File: config.mk
export PLATFORM = sky130hd
export DESIGN_NAME = vga_score_render
export DESIGN_NICKNAME = d
export VERILOG_FILES = /design/src/rtl/vga_score_render.sv
export SDC_FILE = /design/constraint.sdc
export NUM_CORES = 1
export LEC_CHECK = 0
export CORE_AREA = 10 10 127 129
export DETAILED_ROUTE_END_ITERATION = 12
export DIE_AREA = 0 0 137 139
export GPL_ROUTABILITY_DRIVEN = 0
export SETUP_SLACK_MARGIN = 0.05
export SLEW_MARGIN = 20
export SYNTH_ARGS = -nofsm -noshare
export SYNTH_HDL_FRONTEND = slang
export SYNTH_SLANG_ARGS = --single-unit
export TNS_END_PERCENT = 50
File: constraint.sdc
create_clock -name clk -period 3.8 [get_ports clk]
set_input_delay 0.95 -clock clk [delete_from_list [all_inputs] [get_ports clk]]
set_output_delay 0.95 -clock clk [all_outputs]
set_load 0.03 [all_outputs]
File: src/rtl/vga_score_render.sv
// vga_score_render: multi-player seven-segment score renderer with a per-frame
// double-dabble BCD engine, leading-zero blanking, saturation and leader blinking.
module vga_score_render #(
    parameter int          NUM_PLAYERS  = 2,
    parameter int          NUM_DIGITS   = 2,
    parameter int          SCORE_W      = 8,
    parameter int          SEG_T        = 10,
    parameter int          SEG_L        = 30,
    parameter int          DIG_GAP      = 10,
    parameter int          X0           = 100,
    parameter int          Y0           = 190,
    parameter int          PLAYER_DX    = 240,
    parameter int          BLINK_FRAMES = 30,
    parameter logic [11:0] FG_COLOR     = 12'hfff,
    parameter logic [11:0] BG_COLOR     = 12'h000,
    parameter logic [11:0] HL_COLOR     = 12'hf00
) (
    input  logic                           clk,
    input  logic                           rst,
    input  logic [9:0]                     h_cnt,
    input  logic [9:0]                     v_cnt,
    input  logic                           valid,
    input  logic                           vsync,
    input  logic [NUM_PLAYERS*SCORE_W-1:0] scores,
    input  logic                           blink_en,
    output logic                           busy,
    output logic [3:0]                     vgaRed,
    output logic [3:0]                     vgaGreen,
    output logic [3:0]                     vgaBlue
);
    localparam int DIG_W = 2*SEG_T + SEG_L;
    localparam int DIG_H = 3*SEG_T + 2*SEG_L;
    localparam int BW    = 4*NUM_DIGITS;
    localparam int PW    = NUM_PLAYERS > 1 ? $clog2(NUM_PLAYERS) : 1;
    localparam int CW    = $clog2(SCORE_W + 1);
    localparam int FW    = $clog2(BLINK_FRAMES + 1);
    localparam logic [31:0]   MAX_SCORE = 32'(10**NUM_DIGITS - 1);
    localparam logic [FW-1:0] BF_LAST   = FW'(BLINK_FRAMES - 1);

    typedef enum logic [1:0] {IDLE, LOAD, SHIFT, COMMIT} state_t;
    state_t state, state_n;

    logic                vsync_q, trig, last_bit, last_plr, lead_ok, has_lead, phase;
    logic [PW-1:0]       plr, lead, lead_n;
    logic [CW-1:0]       bit_idx;
    logic [FW-1:0]       blink_cnt;
    logic [SCORE_W-1:0]  sh;
    logic [SCORE_W-1:0]  sat [NUM_PLAYERS];
    logic [SCORE_W-1:0]  snap [NUM_PLAYERS];
    logic [BW-1:0]       work [NUM_PLAYERS];
    logic [BW-1:0]       shadow [NUM_PLAYERS];
    logic [BW-1:0]       adj;
    logic [11:0]         pix;

    function automatic logic [6:0] seven(input logic [3:0] d);
        case (d)
            4'd0: seven = 7'b1111110;
            4'd1: seven = 7'b0110000;
            4'd2: seven = 7'b1101101;
            4'd3: seven = 7'b1111001;
            4'd4: seven = 7'b0110011;
            4'd5: seven = 7'b1011011;
            4'd6: seven = 7'b1011111;
            4'd7: seven = 7'b1110000;
            4'd8: seven = 7'b1111111;
            4'd9: seven = 7'b1111011;
            default: seven = 7'b0000000;
        endcase
    endfunction

    // Mask bit 6 is segment a, bit 0 is segment g; corners fall in no region.
    function automatic logic seg_hit(input int x, input int y, input logic [6:0] m);
        logic xl, xa, xr, yt, yu, ym, yl, yb;
        xl = x >= 0 && x < SEG_T;
        xa = x >= SEG_T && x < SEG_T + SEG_L;
        xr = x >= SEG_T + SEG_L && x < DIG_W;
        yt = y >= 0 && y < SEG_T;
        yu = y >= SEG_T && y < SEG_T + SEG_L;
        ym = y >= SEG_T + SEG_L && y < 2*SEG_T + SEG_L;
        yl = y >= 2*SEG_T + SEG_L && y < 2*SEG_T + 2*SEG_L;
        yb = y >= 2*SEG_T + 2*SEG_L && y < DIG_H;
        seg_hit = (m[6] && xa && yt) || (m[5] && xr && yu) || (m[4] && xr && yl) ||
                  (m[3] && xa && yb) || (m[2] && xl && yl) || (m[1] && xl && yu) ||
                  (m[0] && xa && ym);
    endfunction

    assign trig     = vsync_q & ~vsync;
    assign busy     = state != IDLE;
    assign last_bit = bit_idx == CW'(SCORE_W - 1);
    assign last_plr = plr == PW'(NUM_PLAYERS - 1);

    always_comb begin
        logic gt;
        lead_ok = 1'b0;
        lead_n  = '0;
        for (int p = 0; p < NUM_PLAYERS; p++)
            sat[p] = 32'(scores[p*SCORE_W +: SCORE_W]) > MAX_SCORE ? MAX_SCORE[SCORE_W-1:0] : scores[p*SCORE_W +: SCORE_W];
        for (int p = 0; p < NUM_PLAYERS; p++) begin
            gt = 1'b1;
            for (int q = 0; q < NUM_PLAYERS; q++)
                if (q != p && sat[q] >= sat[p]) gt = 1'b0;
            if (gt) begin
                lead_ok = 1'b1;
                lead_n  = PW'(p);
            end
        end
    end

    always_comb begin
        state_n = state;
        case (state)
            IDLE:    state_n = trig ? LOAD : IDLE;
            LOAD:    state_n = SHIFT;
            SHIFT:   state_n = !last_bit ? SHIFT : last_plr ? COMMIT : LOAD;
            default: state_n = IDLE;
        endcase
    end

    always_comb begin
        adj = work[plr];
        for (int n = 0; n < NUM_DIGITS; n++)
            adj[4*n +: 4] = work[plr][4*n +: 4] >= 4'd5 ? work[plr][4*n +: 4] + 4'd3 : work[plr][4*n +: 4];
    end

    always_ff @(posedge clk or posedge rst)
        if (rst) state <= IDLE;
        else     state <= state_n;

    always_ff @(posedge clk or posedge rst) begin
        if (rst) begin
            vsync_q   <= 1'b1;
            plr       <= '0;
            bit_idx   <= '0;
            sh        <= '0;
            blink_cnt <= '0;
            phase     <= 1'b0;
            has_lead  <= 1'b0;
            lead      <= '0;
            {vgaRed, vgaGreen, vgaBlue} <= 12'h000;
            for (int p = 0; p < NUM_PLAYERS; p++) begin
                snap[p]   <= '0;
                work[p]   <= '0;
                shadow[p] <= '0;
            end
        end else begin
            vsync_q <= vsync;
            {vgaRed, vgaGreen, vgaBlue} <= pix;
            if (state == IDLE && trig) begin
                for (int p = 0; p < NUM_PLAYERS; p++) snap[p] <= sat[p];
                has_lead  <= lead_ok;
                lead      <= lead_n;
                plr       <= '0;
                blink_cnt <= blink_cnt == BF_LAST ? '0 : blink_cnt + 1'b1;
                phase     <= phase ^ (blink_cnt == BF_LAST);
            end
            if (state == LOAD) begin
                work[plr] <= '0;
                sh        <= snap[plr];
                bit_idx   <= '0;
            end
            if (state == SHIFT) begin
                {work[plr], sh} <= {adj, sh} << 1;
                bit_idx <= bit_idx + 1'b1;
                if (last_bit) plr <= plr + 1'b1;
            end
            if (state == COMMIT)
                for (int p = 0; p < NUM_PLAYERS; p++) shadow[p] <= work[p];
        end
    end

    always_comb begin
        logic       lit, lit_lead, blank, on;
        logic [3:0] dig;
        int         lx, ly;
        lit      = 1'b0;
        lit_lead = 1'b0;
        for (int p = 0; p < NUM_PLAYERS; p++) begin
            blank = 1'b1;
            for (int k = 0; k < NUM_DIGITS; k++) begin
                dig   = shadow[p][4*(NUM_DIGITS-1-k) +: 4];
                blank = blank && dig == 4'd0 && k != NUM_DIGITS - 1;
                lx    = int'(h_cnt) - (X0 + p*PLAYER_DX + k*(DIG_W + DIG_GAP));
                ly    = int'(v_cnt) - Y0;
                on    = !blank && seg_hit(lx, ly, seven(dig));
                lit   = lit | on;
                if (on && has_lead && lead == PW'(p)) lit_lead = 1'b1;
            end
        end
        pix = !valid ? 12'h000 : !lit ? BG_COLOR : (lit_lead && blink_en && phase) ? HL_COLOR : FG_COLOR;
    end
endmodule

==> results of run 1 <==
what timing repair did:
action | 4_1_cts | 5_1_grt
pin swaps | 4 | 10
buffers inserted | 1 | 2
resized for setup | 2 | 16
endpoints found under the setup margin | 2 | 2
hold buffers | 0 | 0
report_power, final:
part           leakage, nW  internal, mW  total (mW)  switching (mW)
Combinational         2.12         0.653        1.44           0.788
Sequential           0.947          1.06        1.34           0.277
Clock                0.154         0.592       0.896           0.304
Total                 3.22          2.31        3.68            1.37
worst max-delay path, delay by kind of cell:
kind / cells / cell delay (ns)
buffers and inverters: 1 / 0.13
adder cells (fa/ha/maj): 1 / 0.31
AO/OA/AOI/OAI: 9 / 1.19
AND/OR/NAND/NOR: 4 / 1.22
metrics by stage:
stage                     instances  worst slack [ns]  util, %
final                           969             0.221     53.8
after global routing            969            0.0735     53.8
after CTS                       967            0.0519     53.4
after detailed placement        950            -0.420     51.0
after global placement          950            -0.328     51.0
after floorplan                 714            0.0758        -
placed cells by master (no fill, tap or decap), drive strengths merged, types with 5 or more instances in the layout:
cell           Yosys  layout
o22ai             10      10
a211oi             5       5
o2111ai            5       5
and2               9       9
nand2             81      81
a32o               5       5
o211ai             9       9
clkdlybuf4s50      0      45
inv               47      47
mux2i             21      21
clkbuf            30      13
nor3b              5       5
dfrtp             73      73
nand2b            13      13
or3                5       5
xnor2              8       8
nor2b              8       8
o31ai              7       7
buf               15      51
a21oi             36      36
nand4              7       7
a22o              11      11
dlymetal6s2s       0       8
mux2              23      23
nor2              47      47
nand3             17      17
ha                64      64
nor3               9       9
o21a               5       5
o21ai             76      76
routing by layer:
layer	part of all wire, %	global-route usage, %	vias up	wire length (um)
li1	-	-	2678	-
met1	47	20.5	2572	7000
met2	49	26.8	87	7300
met3	2.8	2.39	20	425
met4	1.9	5.55	0	280
met5	0	0	-	0
cell type report:
type                            instances  area, sq um
Clock buffer                           13          250
Fill cell                            1293         6310
Multi-Input combinational cell        548         3840
Tap cell                              180          225
Inverter                               47          176
Sequential cell                        74         1850
Timing Repair Buffer                  104          946
Clock inverter                          3         65.1
cells by family after synthesis:
family / count (synthesis)
xor gates and xnor gates: 10
and+or+nand+nor: 230
muxes: 44
AOI/OAI and AO/OA: 198
DFF: 74
adders and majority gates: 64
other: 2
buffers and inverters: 92
path summary, 6_finish.rpt:
kind | start | slack (ns) | cells past startpoint | end
max | h_cnt[6] | 0.22 | 15 | vgaBlue[2]
min | phase | 0.47 | 1 | phase
max reg2reg | last_plr | 1.32 | 7 | work[2]
min reg2reg | phase | 0.47 | 1 | phase
max in group asynchronous | rst | 2.42 | 3 | vsync_q
min in group asynchronous | rst | 1.02 | 3 | blink_cnt[2]
synthesized netlist by cell type (6+ instances only):
cell / count / share of area, %
mux2_2: 23 / 4.3
nand2b_1: 13 / 1.3
ha_1: 64 / 13
o31ai_1: 7 / 0.87
a22o_1: 11 / 1.6
o21ai_0: 71 / 5.9
o211ai_1: 9 / 1.1
nor2b_1: 8 / 0.83
clkbuf_1: 30 / 1.9
mux2i_1: 21 / 3.5
nand3_1: 17 / 1.4
nand4_1: 6 / 0.62
o22ai_1: 10 / 1.0
nor3_1: 9 / 0.74
a21oi_1: 34 / 2.8
inv_1: 45 / 2.8
buf_4: 10 / 1.2
and2_1: 9 / 0.93
nand2_1: 81 / 5.0
dfrtp_1: 73 / 30
nor2_1: 47 / 2.9
xnor2_1: 7 / 1.0
state kept, by name, summed over array words and instances (netlist names), named ones only:
signal and flops:
sh 8, has_lead 1, phase 1, bit_idx 4, state 2, work 14
vsync_q 1, lead 1, last_plr 1, blink_cnt 5, snap 16, vgaBlue 1
vgaRed 1, shadow 16
==> flow_summary.ini, run 1 <==
[yosys]
synth_fp_nets = 819
synth_seq_area_share_pct = 30.6
ys_seq_elements = 74
synth-xor-area-share_pct = 1.57
synthAdderAreaFrac_pct = 13.2
synth_mux_area_share_pct = 7.76
synth_flop_cell = dfrtp_1
synthDistinctLibCells = 74
synth-simple-area-share_pct = 19.0
synth_area_sq_mm = 0.00605
async_flop_share_pct = 100
synth_top_family_by_area = compound AO/OA/AOI/OAI gates
synth_compound_area_share_pct = 21.2
syn_area_per_cell_sq_um = 8.47
syn_inst = 714
yosys_warnings = 0
synth_edf_count = 0

[global_routing]
grt_max_degree = 75
grt_pass1_vias = 5355
grt_use_total_pct = 16.1
grt_pass1_wl_um = 26000
grt_remaining_overflow = 0
grt_antenna_before_repair = 0

[critical_path]
cpMaxStageDelayCell = or4b_1
crit_type = input port to register
start_kind = input port
path_cells = dlymetal6s2s_1, or4b_1, or3_4, a21oi_2, a41oi_2, nor4_2, ha_1, a21oi_2, nor2_1, a31oi_1, o22ai_1, o221ai_2, o2111ai_2, o21a_2, o21a_1
cp.arrival_ns = 3.81
path_max_fanout = 3
critPathMaxStageDelay_ns = 0.51
crit_path_end_kind = register
path_common_cell = a21oi_2
cp_data_required_time_ns = 4.03

[die]
core_sq_mm = 0.0137
dieWidth_um = 137
die_area_sq_mm = 0.0190
num_rows = 43
initial_core_util_pct = 44.3
fp.dieH_um = 139
io_pins = 54

[power_and_ir_drop]
p_per_area_mw_per_mm2 = 499
p_leak_nw = 3.22
ir_drop_uv = 367
finalPower_mw = 3.68

[clock_tree]
cts_inserted_buffers = 9
cts_tree = yes
cts.clk_slew.worst_paths_ns = 0.06
cts_sinks = 74
root_buffer = clkbuf_16
cts_max_path_buffers = 2
clk_latency_ns = 0.34
cts_htree_levels = 3

[sta]
rsz0062_at_grt = false
setup_viol = 0
final-max-slew-violation-count = 0
setup_tns_ns = 0
max_slew_margin_pct = 41.6
worst_pin_slew_ns = 0.877
finalHoldViolations = 0
fin_crit_sh_pct = 94.2
whs_ns = 0.472
finalCriticalPeriod_ns = 3.58
max_freq_mhz = 279
fin_worst_skew_ns = 0.00630

[layout]
finalInstanceArea_sq_mm = 0.00736
synthToLayoutAreaGrowth_pct = 21.7
drive_gt1_share_pct = 14.8
antennaDiodeCount = 0
fin_nets = 889

[job]
drv_cap = 0

[drt]
drc = 0
drtPass1Iterations = 5
via_count = 5357
ant_nets = 0
drt_iter0_markers = 298
via_per_inst = 5.53
routed_wl_um = 15000
wl_per_cell_um = 15.5

[place]
dpl.hpwl_um = 11400
placed_area_sq_mm = 0.00696
port_buffers = 53

[hold_path]
hp-class = register to register

[run_status]
run_status = finished, final reports clean
No activity file was read; power rests on OpenSTA's default activity.
==> run 2, diff against run 1 <==
--- a/config.mk
+++ b/config.mk
@@ -5,9 +5,9 @@
 export SDC_FILE = /design/constraint.sdc
 export NUM_CORES = 1
 export LEC_CHECK = 0
-export CORE_AREA = 10 10 127 129
+export CORE_AREA = 10 10 134 136
 export DETAILED_ROUTE_END_ITERATION = 12
-export DIE_AREA = 0 0 137 139
+export DIE_AREA = 0 0 144 146
 export GPL_ROUTABILITY_DRIVEN = 0
 export SETUP_SLACK_MARGIN = 0.05
 export SLEW_MARGIN = 20
==> flow_summary.ini, run 2 (synthesis results as in run 1) <==
[run_status]
run_status = finished, final reports clean

[layout]
finalInstanceArea_sq_mm = 0.00735
fin_nets = 888
antennaDiodeCount = 0
top_regs = shadow x16, snap x16, work x14
drive_gt1_share_pct = 15.1
synthToLayoutAreaGrowth_pct = 21.6
final_common_cell = nand2_1
final_cell_mix = nand2_1 (81), dfrtp_1 (73), o21ai_0 (70), ha_1 (63), buf_4 (48)
final_cells = 980
fin_util_pct = 47.5

[sta]
finalHoldViolations = 0
fin_crit_sh_pct = 95.0
max_slew_margin_pct = 40.1
finalCriticalPeriod_ns = 3.61
max_freq_mhz = 277
setup_viol = 0
worst_pin_slew_ns = 0.898
fin_worst_skew_ns = 0.00945
final-max-slew-violation-count = 0
rsz0062_at_grt = false

[clock_tree]
cts.clk_slew.worst_paths_ns = 0.06
cts_max_path_buffers = 2
cts_sinks = 74
clk_latency_ns = 0.34
hold_buffers = 0
root_buffer = clkbuf_16
cts_htree_levels = 3
cts_tree = yes
cts_inserted_buffers = 9

[critical_path]
cp.arrival_ns = 3.84
path_cells = dlygate4sd2_1, or4b_1, or3_4, a21oi_4, a41oi_2, nor4_2, ha_1, a21oi_1, nor2_1, a31oi_1, o22ai_1, o221ai_1, o2111ai_2, o21a_2, o21a_1
crit_type = input port to register
cpMaxStageDelayCell = or4b_1
cp_data_required_time_ns = 4.03
crit_path_end_kind = register
path_max_fanout = 3
start_kind = input port
critPathMaxStageDelay_ns = 0.52

[place]
placed_area_sq_mm = 0.00697
dpl.cell_count = 961
dpl.hpwl_um = 11700
port_buffers = 53

[global_routing]
grt_remaining_overflow = 0
grt_max_degree = 34
grt_pass1_vias = 5275
grt_use_total_pct = 14.4
grt_antenna_before_repair = 0
grt_pass1_wl_um = 25500

[die]
dieWidth_um = 144
fp.dieH_um = 146
die_area_sq_mm = 0.0210
io_pins = 54
core_sq_mm = 0.0155
num_rows = 46
initial_core_util_pct = 39.1

[hold_path]
hp-class = register to register

[power_and_ir_drop]
p_leak_nw = 3.18
ir_drop_uv = 433
p_per_area_mw_per_mm2 = 496

[drt]
wl_per_cell_um = 15.4
routed_wl_um = 15100
drt_iter0_markers = 228
drc = 0
via_count = 5327
via_per_inst = 5.44
ant_nets = 0
drtPass1Iterations = 5

[job]
drv_cap = 0
==> run 2: what timing repair did <==
| action | in CTS | in global routing |
|---|---|---|
| cloned | 0 | 0 |
| setup buffers | 2 | 1 |
| pin swaps | 8 | 10 |
| setup endpoints to repair | 2 | 2 |
| resized for setup | 6 | 15 |
==> run 2: layer usage <==
metal	GRT usage (%)	part of all wire, %	up-vias
met1	17.8	45	2508
met3	2.51	3.4	25
met5	0	0	-
met2	24.5	50	119
li1	-	-	2675
met4	4.85	1.9	0
==> run 2: final cells by class <==
class                   instances  area (sq um)
well taps                     192           240
clock inverters                 4          51.3
clock buffers                  12           256
inverters                      47           176
repair buffers                103           928
fillers                      1453          8130
flip-flops and latches         74          1850
multi-input cells             548          3850
==> run 2: path summary, 6_finish.rpt <==
path	start	to	slack (ns)	depth (start not counted)
min in group asynchronous	rst	blink_cnt[3]	0.99	2
max in group asynchronous	rst	vsync_q	2.10	3
min	snap[15]	snap[15]	0.48	1
max reg2reg	last_plr	work[2]	1.26	7
min reg2reg	snap[15]	snap[15]	0.48	1
max	h_cnt[6]	vgaBlue[2]	0.19	15
==> run 2: worst max-delay path: cells and delay by family <==
| kind | cells | cell delay [ns] |
|---|---|---|
| and+or+nand+nor | 4 | 1.18 |
| AOI/OAI and AO/OA | 9 | 1.14 |
| adders and majority gates | 1 | 0.30 |
| buffers and inverters | 1 | 0.26 |
==> run 2: stage by stage <==
stage                     setup TNS (ns)  setup WS, ns  total power [mW]  hold slack [ns]
after floorplan                        0        0.0758              2.37            0.441
after global placement            -0.544        -0.317              2.70            0.460
after detailed placement          -0.723        -0.410              2.78            0.473
after CTS                              0        0.0836              3.66            0.486
after global routing                   0        0.0527              3.96            0.501
final                                  0         0.189              3.64            0.485
==> run 2: power by group <==
group	internal (mW)	switching, mW
sequential	1.06	0.280
clock	0.544	0.311
combinational	0.653	0.796
total	2.26	1.39
==> run 3, diff against run 2 <==
--- a/config.mk
+++ b/config.mk
@@ -6,6 +6,7 @@
 export NUM_CORES = 1
 export LEC_CHECK = 0
 export CORE_AREA = 10 10 134 136
+export CTS_CLUSTER_DIAMETER = 60
 export DETAILED_ROUTE_END_ITERATION = 12
 export DIE_AREA = 0 0 144 146
 export GPL_ROUTABILITY_DRIVEN = 0
@@ -14,4 +15,3 @@
 export SYNTH_ARGS = -nofsm -noshare
 export SYNTH_HDL_FRONTEND = slang
 export SYNTH_SLANG_ARGS = --single-unit
-export TNS_END_PERCENT = 50
==> results of run 3 <==
No change in the layout: final DEF, timing and power equal those of run 2.
